### src/rtl/ro_meas_pkg.sv
// Shared definitions for the ring-oscillator frequency measurement block:
// FSM state encoding and default operand widths.
package ro_meas_pkg;

  localparam int DEF_CNT_W  = 24;
  localparam int DEF_GATE_W = 20;

  typedef enum logic [1:0] {
    ST_IDLE = 2'd0,
    ST_ARM  = 2'd1,
    ST_GATE = 2'd2,
    ST_DONE = 2'd3
  } meas_state_t;

endpackage

### src/rtl/ro_freq_counter_if.sv
// Control/result bundle between the readout master and the frequency counter.
interface ro_freq_counter_if
  import ro_meas_pkg::*;
#(
  parameter int CNT_W  = DEF_CNT_W,
  parameter int GATE_W = DEF_GATE_W
) ();

  logic              start;
  logic              abort;
  logic [GATE_W-1:0] gate_len;
  logic              busy;
  logic [CNT_W-1:0]  result;
  logic              result_valid;
  logic              overflow;

  modport master (
    output start, abort, gate_len,
    input  busy, result, result_valid, overflow
  );

  modport slave (
    input  start, abort, gate_len,
    output busy, result, result_valid, overflow
  );

endinterface

### src/rtl/ro_edge_sync.sv
// Brings the asynchronous ring-oscillator output into the clock domain and
// flags each rising edge of the synchronized signal for one cycle.
module ro_edge_sync #(
  parameter int SYNC_STAGES = 2
) (
  input  logic clk,
  input  logic rst_n,
  input  logic ro_in,
  output logic rise
);

  logic [SYNC_STAGES-1:0] sync_reg;
  logic                   prev_reg;

  always_ff @(posedge clk or negedge rst_n) begin
    if (!rst_n) begin
      sync_reg <= '0;
      prev_reg <= 1'b0;
    end else begin
      sync_reg <= {sync_reg[SYNC_STAGES-2:0], ro_in};
      prev_reg <= sync_reg[SYNC_STAGES-1];
    end
  end

  assign rise = sync_reg[SYNC_STAGES-1] & ~prev_reg;

endmodule

### src/rtl/ro_freq_counter.sv
// Gated edge counter: counts rising edges of a ring oscillator over a
// programmable number of system-clock cycles and reports the saturated count.
module ro_freq_counter
  import ro_meas_pkg::*;
#(
  parameter int CNT_W       = DEF_CNT_W,
  parameter int GATE_W      = DEF_GATE_W,
  parameter int SYNC_STAGES = 2
) (
  input  logic               wb_clk_i,
  input  logic               wb_rst_n,
  input  logic               ro_in,
  ro_freq_counter_if.slave   bus
);

  logic [1:0]        rst_sync_reg;
  logic              rst_int_n;
  logic              rise;

  meas_state_t       state_reg, state_next;
  logic [GATE_W-1:0] timer_reg, timer_next;
  logic [GATE_W-1:0] gate_len_reg, gate_len_next;
  logic [CNT_W-1:0]  cnt_reg, cnt_next;
  logic [CNT_W-1:0]  result_reg, result_next;
  logic              valid_reg, valid_next;
  logic              ovf_reg, ovf_next;

  // Reset asserts immediately but releases two clock edges after wb_rst_n rises.
  always_ff @(posedge wb_clk_i or negedge wb_rst_n) begin
    if (!wb_rst_n) rst_sync_reg <= 2'b00;
    else           rst_sync_reg <= {rst_sync_reg[0], 1'b1};
  end
  assign rst_int_n = rst_sync_reg[1];

  ro_edge_sync #(.SYNC_STAGES(SYNC_STAGES)) u_edge_sync (
    .clk   (wb_clk_i),
    .rst_n (rst_int_n),
    .ro_in (ro_in),
    .rise  (rise)
  );

  always_comb begin
    state_next    = state_reg;
    timer_next    = timer_reg;
    gate_len_next = gate_len_reg;
    cnt_next      = cnt_reg;
    result_next   = result_reg;
    valid_next    = 1'b0;
    ovf_next      = ovf_reg;
    case (state_reg)
      ST_IDLE: begin
        if (bus.start && !bus.abort) begin
          gate_len_next = bus.gate_len;
          cnt_next      = '0;
          ovf_next      = 1'b0;
          timer_next    = '0;
          state_next    = ST_ARM;
        end
      end
      ST_ARM: begin
        // Edges seen here may predate the window, so the synchronizer is only flushed.
        if (bus.abort) begin
          state_next = ST_IDLE;
        end else if (timer_reg == GATE_W'(SYNC_STAGES)) begin
          timer_next = '0;
          state_next = (gate_len_reg == '0) ? ST_DONE : ST_GATE;
        end else begin
          timer_next = timer_reg + GATE_W'(1);
        end
      end
      ST_GATE: begin
        if (bus.abort) begin
          state_next = ST_IDLE;
        end else begin
          if (rise) begin
            if (cnt_reg == '1) ovf_next = 1'b1;
            else               cnt_next = cnt_reg + CNT_W'(1);
          end
          if (timer_reg == gate_len_reg - GATE_W'(1)) state_next = ST_DONE;
          else                                        timer_next = timer_reg + GATE_W'(1);
        end
      end
      ST_DONE: begin
        result_next = cnt_reg;
        valid_next  = 1'b1;
        state_next  = ST_IDLE;
      end
      default: state_next = ST_IDLE;
    endcase
  end

  always_ff @(posedge wb_clk_i or negedge rst_int_n) begin
    if (!rst_int_n) begin
      state_reg    <= ST_IDLE;
      timer_reg    <= '0;
      gate_len_reg <= '0;
      cnt_reg      <= '0;
      result_reg   <= '0;
      valid_reg    <= 1'b0;
      ovf_reg      <= 1'b0;
    end else begin
      state_reg    <= state_next;
      timer_reg    <= timer_next;
      gate_len_reg <= gate_len_next;
      cnt_reg      <= cnt_next;
      result_reg   <= result_next;
      valid_reg    <= valid_next;
      ovf_reg      <= ovf_next;
    end
  end

  assign bus.busy         = (state_reg != ST_IDLE);
  assign bus.result       = result_reg;
  assign bus.result_valid = valid_reg;
  assign bus.overflow     = ovf_reg;

endmodule

### src/flat_wrapper.sv
// flat-port wrapper written by rule: the top's interface ports become plain ports
module ro_freq_counter_flat import ro_meas_pkg::*;
#(
  parameter int CNT_W       = DEF_CNT_W,
  parameter int GATE_W      = DEF_GATE_W,
  parameter int SYNC_STAGES = 2
)
  (wb_clk_i, wb_rst_n, ro_in, bus_start, bus_abort, bus_gate_len, bus_busy, bus_result, bus_result_valid, bus_overflow);
  ro_freq_counter_if #(.CNT_W(CNT_W), .GATE_W(GATE_W)) bus_i ();
  input  logic wb_clk_i;
  input  logic wb_rst_n;
  input  logic ro_in;
  input wire logic [$bits(bus_i.start)-1:0] bus_start;
  input wire logic [$bits(bus_i.abort)-1:0] bus_abort;
  input wire logic [$bits(bus_i.gate_len)-1:0] bus_gate_len;
  output wire logic [$bits(bus_i.busy)-1:0] bus_busy;
  output wire logic [$bits(bus_i.result)-1:0] bus_result;
  output wire logic [$bits(bus_i.result_valid)-1:0] bus_result_valid;
  output wire logic [$bits(bus_i.overflow)-1:0] bus_overflow;
  assign bus_i.start = bus_start;
  assign bus_i.abort = bus_abort;
  assign bus_i.gate_len = bus_gate_len;
  assign bus_busy = bus_i.busy;
  assign bus_result = bus_i.result;
  assign bus_result_valid = bus_i.result_valid;
  assign bus_overflow = bus_i.overflow;
  ro_freq_counter #(.CNT_W(CNT_W), .GATE_W(GATE_W), .SYNC_STAGES(SYNC_STAGES)) u_core (.wb_clk_i(wb_clk_i), .wb_rst_n(wb_rst_n), .ro_in(ro_in), .bus(bus_i));
endmodule
### config.mk
export PLATFORM = sky130hd
export DESIGN_NAME = ro_freq_counter_flat
export DESIGN_NICKNAME = d
export VERILOG_FILES = /design/src/rtl/ro_meas_pkg.sv /design/src/rtl/ro_freq_counter_if.sv /design/src/rtl/ro_edge_sync.sv /design/src/rtl/ro_freq_counter.sv /design/src/flat_wrapper.sv
export SDC_FILE = /design/constraint.sdc
export NUM_CORES = 1
export LEC_CHECK = 0
export ABC_AREA = 1
export ABC_CLOCK_PERIOD_IN_PS = 3400
export CORE_ASPECT_RATIO = 0.9
export CORE_UTILIZATION = 45
export DETAILED_ROUTE_END_ITERATION = 10
export SYNTH_ARGS = -nofsm -noshare
export SYNTH_HDL_FRONTEND = slang
export SYNTH_HIERARCHICAL = 1
export SYNTH_SLANG_ARGS = --single-unit
### constraint.sdc
create_clock -name wb_clk_i -period 3.4 [get_ports wb_clk_i]
set_clock_uncertainty 0.2 [all_clocks]
set_input_delay 0.68 -clock wb_clk_i [delete_from_list [all_inputs] [get_ports wb_clk_i]]
set_output_delay 0.68 -clock wb_clk_i [all_outputs]
set_load 0.05 [all_outputs]
# [Word-level counts from Yosys, hierarchy flattened]
# Cells that the tools add are included.
[classes] n_reduce_logical=12 bitwise=2 add_sub_neg=3 n_eq_ne=15 n_mux=24
[op_table] operator="20-bit two-way mux" count=5
[op_table] operator="24-bit two-way mux" count=4
[op_table] operator="20-bit case mux with 3 select lines" count=1
[op_table] operator="24-bit case mux with 2 select lines" count=1
[op_table] operator="24-bit by 1-bit adder with 24-bit output, second input constant" count=1
[op_table] operator="24-bit == test, second input constant" count=1
[op_table] operator="20-bit by 1-bit adder with 20-bit output, second input constant" count=1
[op_table] operator="20-bit by 2-bit == test with 1-bit output, second input constant" count=1
[op_table] operator="20-bit == test" count=1
[op_table] operator="20-bit zero test" count=1
[op_table] operator="20-bit by 1-bit subtractor with 20-bit output, second input constant" count=1
[op_table] operator="5-bit AND reduction" count=3
[op_table] operator="2-bit two-way mux" count=5
[op_table] operator="2-bit != test, second input constant" count=4
[op_table] operator="2-bit case mux with 4 select lines" count=1
[op_table] operator="1-bit two-way mux" count=6
[op_table] operator="2-bit by 1-bit != test with 1-bit output, second input constant" count=3
[op_table] operator="3-bit by 2-bit != test with 1-bit output, second input constant" count=2
[op_table] operator="2-bit == test, second input constant" count=2
[op_table] operator="2-bit nonzero test" count=2
[op_table] operator="3-bit AND reduction" count=1
[op_table] operator="3-bit nonzero test" count=1
[op_table] operator="2-bit by 1-bit == test with 1-bit output, second input constant" count=1
[op_table] operator="2-bit zero test" count=1
[op_table] operator="other kinds (6)" count=6
[word_totals] elab_cells=66 inputBits=25 ff_bits=97

# [Longest topological paths before layout]
[logic_depth] depth_word=5 mapped_depth=17

# [Hierarchy]
# Netlist, hierarchy kept.
[modules_own_cells] mod="ro_freq_counter" area_each_um2=5637.9 instances=1 cells_per_inst=760
[modules_own_cells] mod="ro_edge_sync" area_each_um2=85.1 instances=1 cells_per_inst=5

# [Least setup slack after synthesis]
# No wires, ideal clock.
[synth_timing] kind="reg-to-reg" from="reg u_core.state_reg[0]" to="reg u_core.cnt_reg[8]" path_stages_with_launch=13 setup_ns=0.123 path_buffers=0 t_arrival_ns=2.156 setup_slack_ns=0.920 t_required_ns=3.077 path_cell_list="dfrtp_1 -> inv_1 -> ha_1 -> inv_1 -> a21oi_1 -> nor2_1 -> inv_1 -> nor2_2 -> nand2_4 -> nor2_1 -> nand2_1 -> o21ai_0 -> a21oi_1"
[synth_between] elab_chain_len=3 elab_cells_between_ends=9 classes_between="5 x eq/ne; 1 x mux; 3 x reduce/logical"
[synth_lines] element="start, declared" line="ro_freq_counter.sv:20" source="meas_state_t state_reg, state_next;"
[synth_lines] element="start signal, assigned" line="ro_freq_counter.sv:102" source="state_reg <= state_next;"
[synth_lines] element="2-bit == test / 2-bit zero test (equally long branches)" line="ro_freq_counter.sv:50" source="case (state_reg)"
[synth_lines] element="2-bit != test (no line), or another cell as far along"
[synth_lines] element="5-bit AND reduction (no line)"
[synth_lines] element="end signal, assigned" line="ro_freq_counter.sv:105" source="cnt_reg <= cnt_next;"
[synth_lines] element="end, declared" line="ro_freq_counter.sv:23" source="logic [CNT_W-1:0] cnt_reg, cnt_next;"
# Several ways; a longest one is shown, not always the timed one.
# A chain may end at the register's enable or synchronous reset.

# [Worst setup path in the final report]
[layout_timing] from="reg u_core.state_reg[0]" to="out bus_busy"
[layout_between] elab_chain_len=1
[layout_lines] element="2-bit nonzero test" line="ro_freq_counter.sv:112" source="assign bus.busy = (state_reg != ST_IDLE);"
[layout_lines] element="end, declared" line="flat_wrapper.sv:16" source="output wire logic [$bits(bus_i.busy)-1:0] bus_busy;"
# Every way passes these cells.

==> metrics.md <==
| Metric | Value |
|---|---|
| Outcome | finished clean |
| Setup Buffers After CTS | 0 |
| Critical path arrival | 2.06 ns |
| 1st-iter DRT viols | 446 |
| GRT Util Overall | 24.5% |
| Initial Util | 46.8% |
| Area taken by multi-input logic gates | 0.00288 mm^2 |
| Sequential cell area fraction in the yosys report | 42.4% |
| #FFs+latches synth | 97 |
| ANT nets after route | 0 |
| Minimum clock period | 2.94 ns |
| Initial antenna violation count | 0 |
| First-pass GRT wire length | 24.7 mm |
| Max Buffers Root-to-Sink | 2 |
| Commonest non-fill, non-tap cell in the layout | nand2_1 |
| Count of mapped cells out of synthesis | 765 |
| Num Clock Sinks | 97 |
| 1st-pass router iterations | 5 |
| Filler instances | 1172 |
| Syn nets | 798 |
| Syn Std Cell Area | 0.00572 mm^2 |
| Post-DR vias/cell | 5.21 |
| # setup viols final | 0 |
| Actual slew at the worst max-slew pin | 0.760 ns |
| Die area | 0.0132 mm^2 |
| Clock insertion delay at the later pin of the skew report | 0.35 ns |
| Post-synthesis cell type count | 36 |
| Htree depth | 3 |
| Leakage | 2.94 nW |
| Count of antenna diodes in the layout | 0 |
| Number of hold violations in the final report | 0 |
| Fin Setup TNS | 0 ns |
| Max Fclk | 0.340 GHz |
| Port buffer count | 51 |
| RSZ-0062 raised after global routing | false |
| Pwr Density | 711 mW/mm^2 |
| Sequential Area | 0.00243 mm^2 |
| Largest net degree at the start of global routing | 62 |
| Die X | 121 um |
| Worst VDD drop | 0.000463 V |
| CP Capture Type | output pin |
| Syn_area_per_cell | 7.48 um^2 |
| PostCTS Resize Cnt | 0 |
| RePlAce Congestion | 0.922 |
| Routed WL | 14.8 mm |
| Routed WL per cell | 15.2 um |
| Die Span Y | 109 um |
| Nets@finish | 840 |
| Post-route clock period utilization | 86.5% |
| Clock Root Buffer | clkbuf_16 |
| Tot Pwr | 0.00475 W |
| Most used cell, CP | inv_1 |
| Core area | 0.0122 mm^2 |
| Ports | 52 |
| Post-CTS Hold Buffers | 0 |
| Total congestion overflow | 0 |
| Vias in the first global route | 4649 |
| Area delta synth->final | 16.8% |
| Commonest non-fill, non-tap cells in the layout | nand2_1, nor2_1, dfrtp_1 |
| Worst EP required | 2.52 ns |
| Reg-to-reg setup timing slack | 0.72 ns |
| CTS Buf Count | 9 |
| Crit path max fanout | 5 |
| Rel. slew slack | 49.2% |
| Crit path kind | register to output pin |
| Critical path startpoint category | register |
| # rows | 38 |
| Clock transition at path regs | 0.07 ns |
| Detailed-route via count | 5065 |
| Slowest stage delay, CP | 0.83 ns |
| Critical path cell sequence | inv_1 > ha_1 > inv_1 > clkdlybuf4s50_1 |
| Slew Viols, Final | 0 |
| DRC errors left | 0 |
| Ys Warns | 6 |
| # Max-Cap Violations | 0 |
| CTS tree | built |
| Layout cells sized above 1 | 7.76% |
| CP max-delay cell | clkdlybuf4s50_1 |
| Class of the worst hold path | register to asynchronous set/reset pin |
| Dpl hpwl | 11.1 mm |
==> synthesized netlist by cell type <==
cell	instances	area (um^2)
a211oi_1	4	30.0
a21oi_1	44	220
a31oi_1	2	12.5
and2_1	1	6.26
buf_2	5	25.0
buf_4	1	7.51
buf_6	3	33.8
clkbuf_1	16	60.1
clkbuf_2	1	5.00
conb_1	1	3.75
dfrtp_1	97	2430
ha_1	8	100
inv_1	75	282
inv_2	3	11.3
mux2_2	14	158
nand2_1	177	664
nand2_2	5	31.3
nand2_4	1	11.3
nand3_1	71	355
nand3_2	2	20.0
nand3b_1	1	7.51
nand4_1	17	106
nor2_1	113	424
nor2_2	9	56.3
nor2_4	3	33.8
nor3_1	24	120
nor3_2	1	10.0
nor3_4	1	16.3
nor4_1	5	31.3
o21ai_0	16	80.1
o21ai_1	1	5.00
o311ai_0	1	8.76
o31ai_1	7	52.6
o41ai_1	1	8.76
xnor2_1	10	87.6
xor2_1	24	210
==> final timing paths <==
kind / startpoint / to / cells after the start
worst min register to register: u_core/rst_sync_reg[1] / u_core/bus.result[13] / 0
worst max-delay path: u_core/state_reg[0] / bus_busy / 4
worst min-delay path: u_core/rst_sync_reg[1] / u_core/bus.result[13] / 0
worst max register to register: u_core/state_reg[0] / u_core/cnt_reg[18] / 13
min in group wb_clk_i: u_core/u_edge_sync/sync_reg[0] / u_core/u_edge_sync/sync_reg[1] / 0
max in group asynchronous: u_core/rst_sync_reg[1] / u_core/timer_reg[5] / 1
==> worst max-delay path: cells and delay by family (launching register included) <==
kind                       cells  cell delay (ns)
adders and majority gates      1             0.23
buffers and inverters          3             1.07
DFF                            1             0.40
==> per-stage QoR <==
step / hold slack [ns] / utilization (%) / std cells / worst slack (ns) / instance area, um^2
finish: 0.0977 / 54.7 / 972 / 0.460 / 6690
floorplan: 0.131 / - / 765 / 0.298 / 5720
global placement: 0.100 / 52.1 / 956 / 0.427 / 6370
global route: 0.145 / 54.7 / 972 / 0.355 / 6690
CTS: 0.117 / 54.7 / 972 / 0.442 / 6690
detailed placement: 0.111 / 52.1 / 956 / 0.330 / 6370
==> routing by layer <==
layer,up-vias,global-route usage (%),wire (um)
met5,-,0,0
li1,2574,-,-
met2,148,31.3,5670
met3,11,4.97,867
met1,2332,40.1,8100
met4,0,6.53,147
==> kinds of logic (layout without fill, tap and decap cells) <==
| family | after synthesis | after routing | synth area share (%) |
|---|---|---|---|
| xor gates and xnor gates | 34 | 34 | 5.20 |
| AOI/OAI and AO/OA | 76 | 76 | 7.30 |
| and+or+nand+nor | 431 | 431 | 33.1 |
| other | 1 | 1 | 0.0655 |
| buffers and inverters | 104 | 151 | 7.41 |
| adders and majority gates | 8 | 8 | 1.75 |
| muxes | 14 | 14 | 2.75 |
| DFF | 97 | 97 | 42.4 |
==> where the power goes <==
part           switching, W  leakage, nW  total [W]  internal [W]
logic               0.00134         1.54    0.00198      0.000641
registers          0.000264         1.25    0.00167       0.00141
clock network      0.000455        0.160    0.00110      0.000646
total               0.00205         2.94    0.00475       0.00270
==> layout make-up <==
class,count,share of cell area [%]
well taps,160,2.99
inverters,78,4.38
repair buffers,57,8.50
flip-flops and latches,97,36.4
multi-input cells,564,43.0
clock buffers,9,3.37
clock inverters,7,1.38
Note: power is estimated with default switching activity, not from simulation.
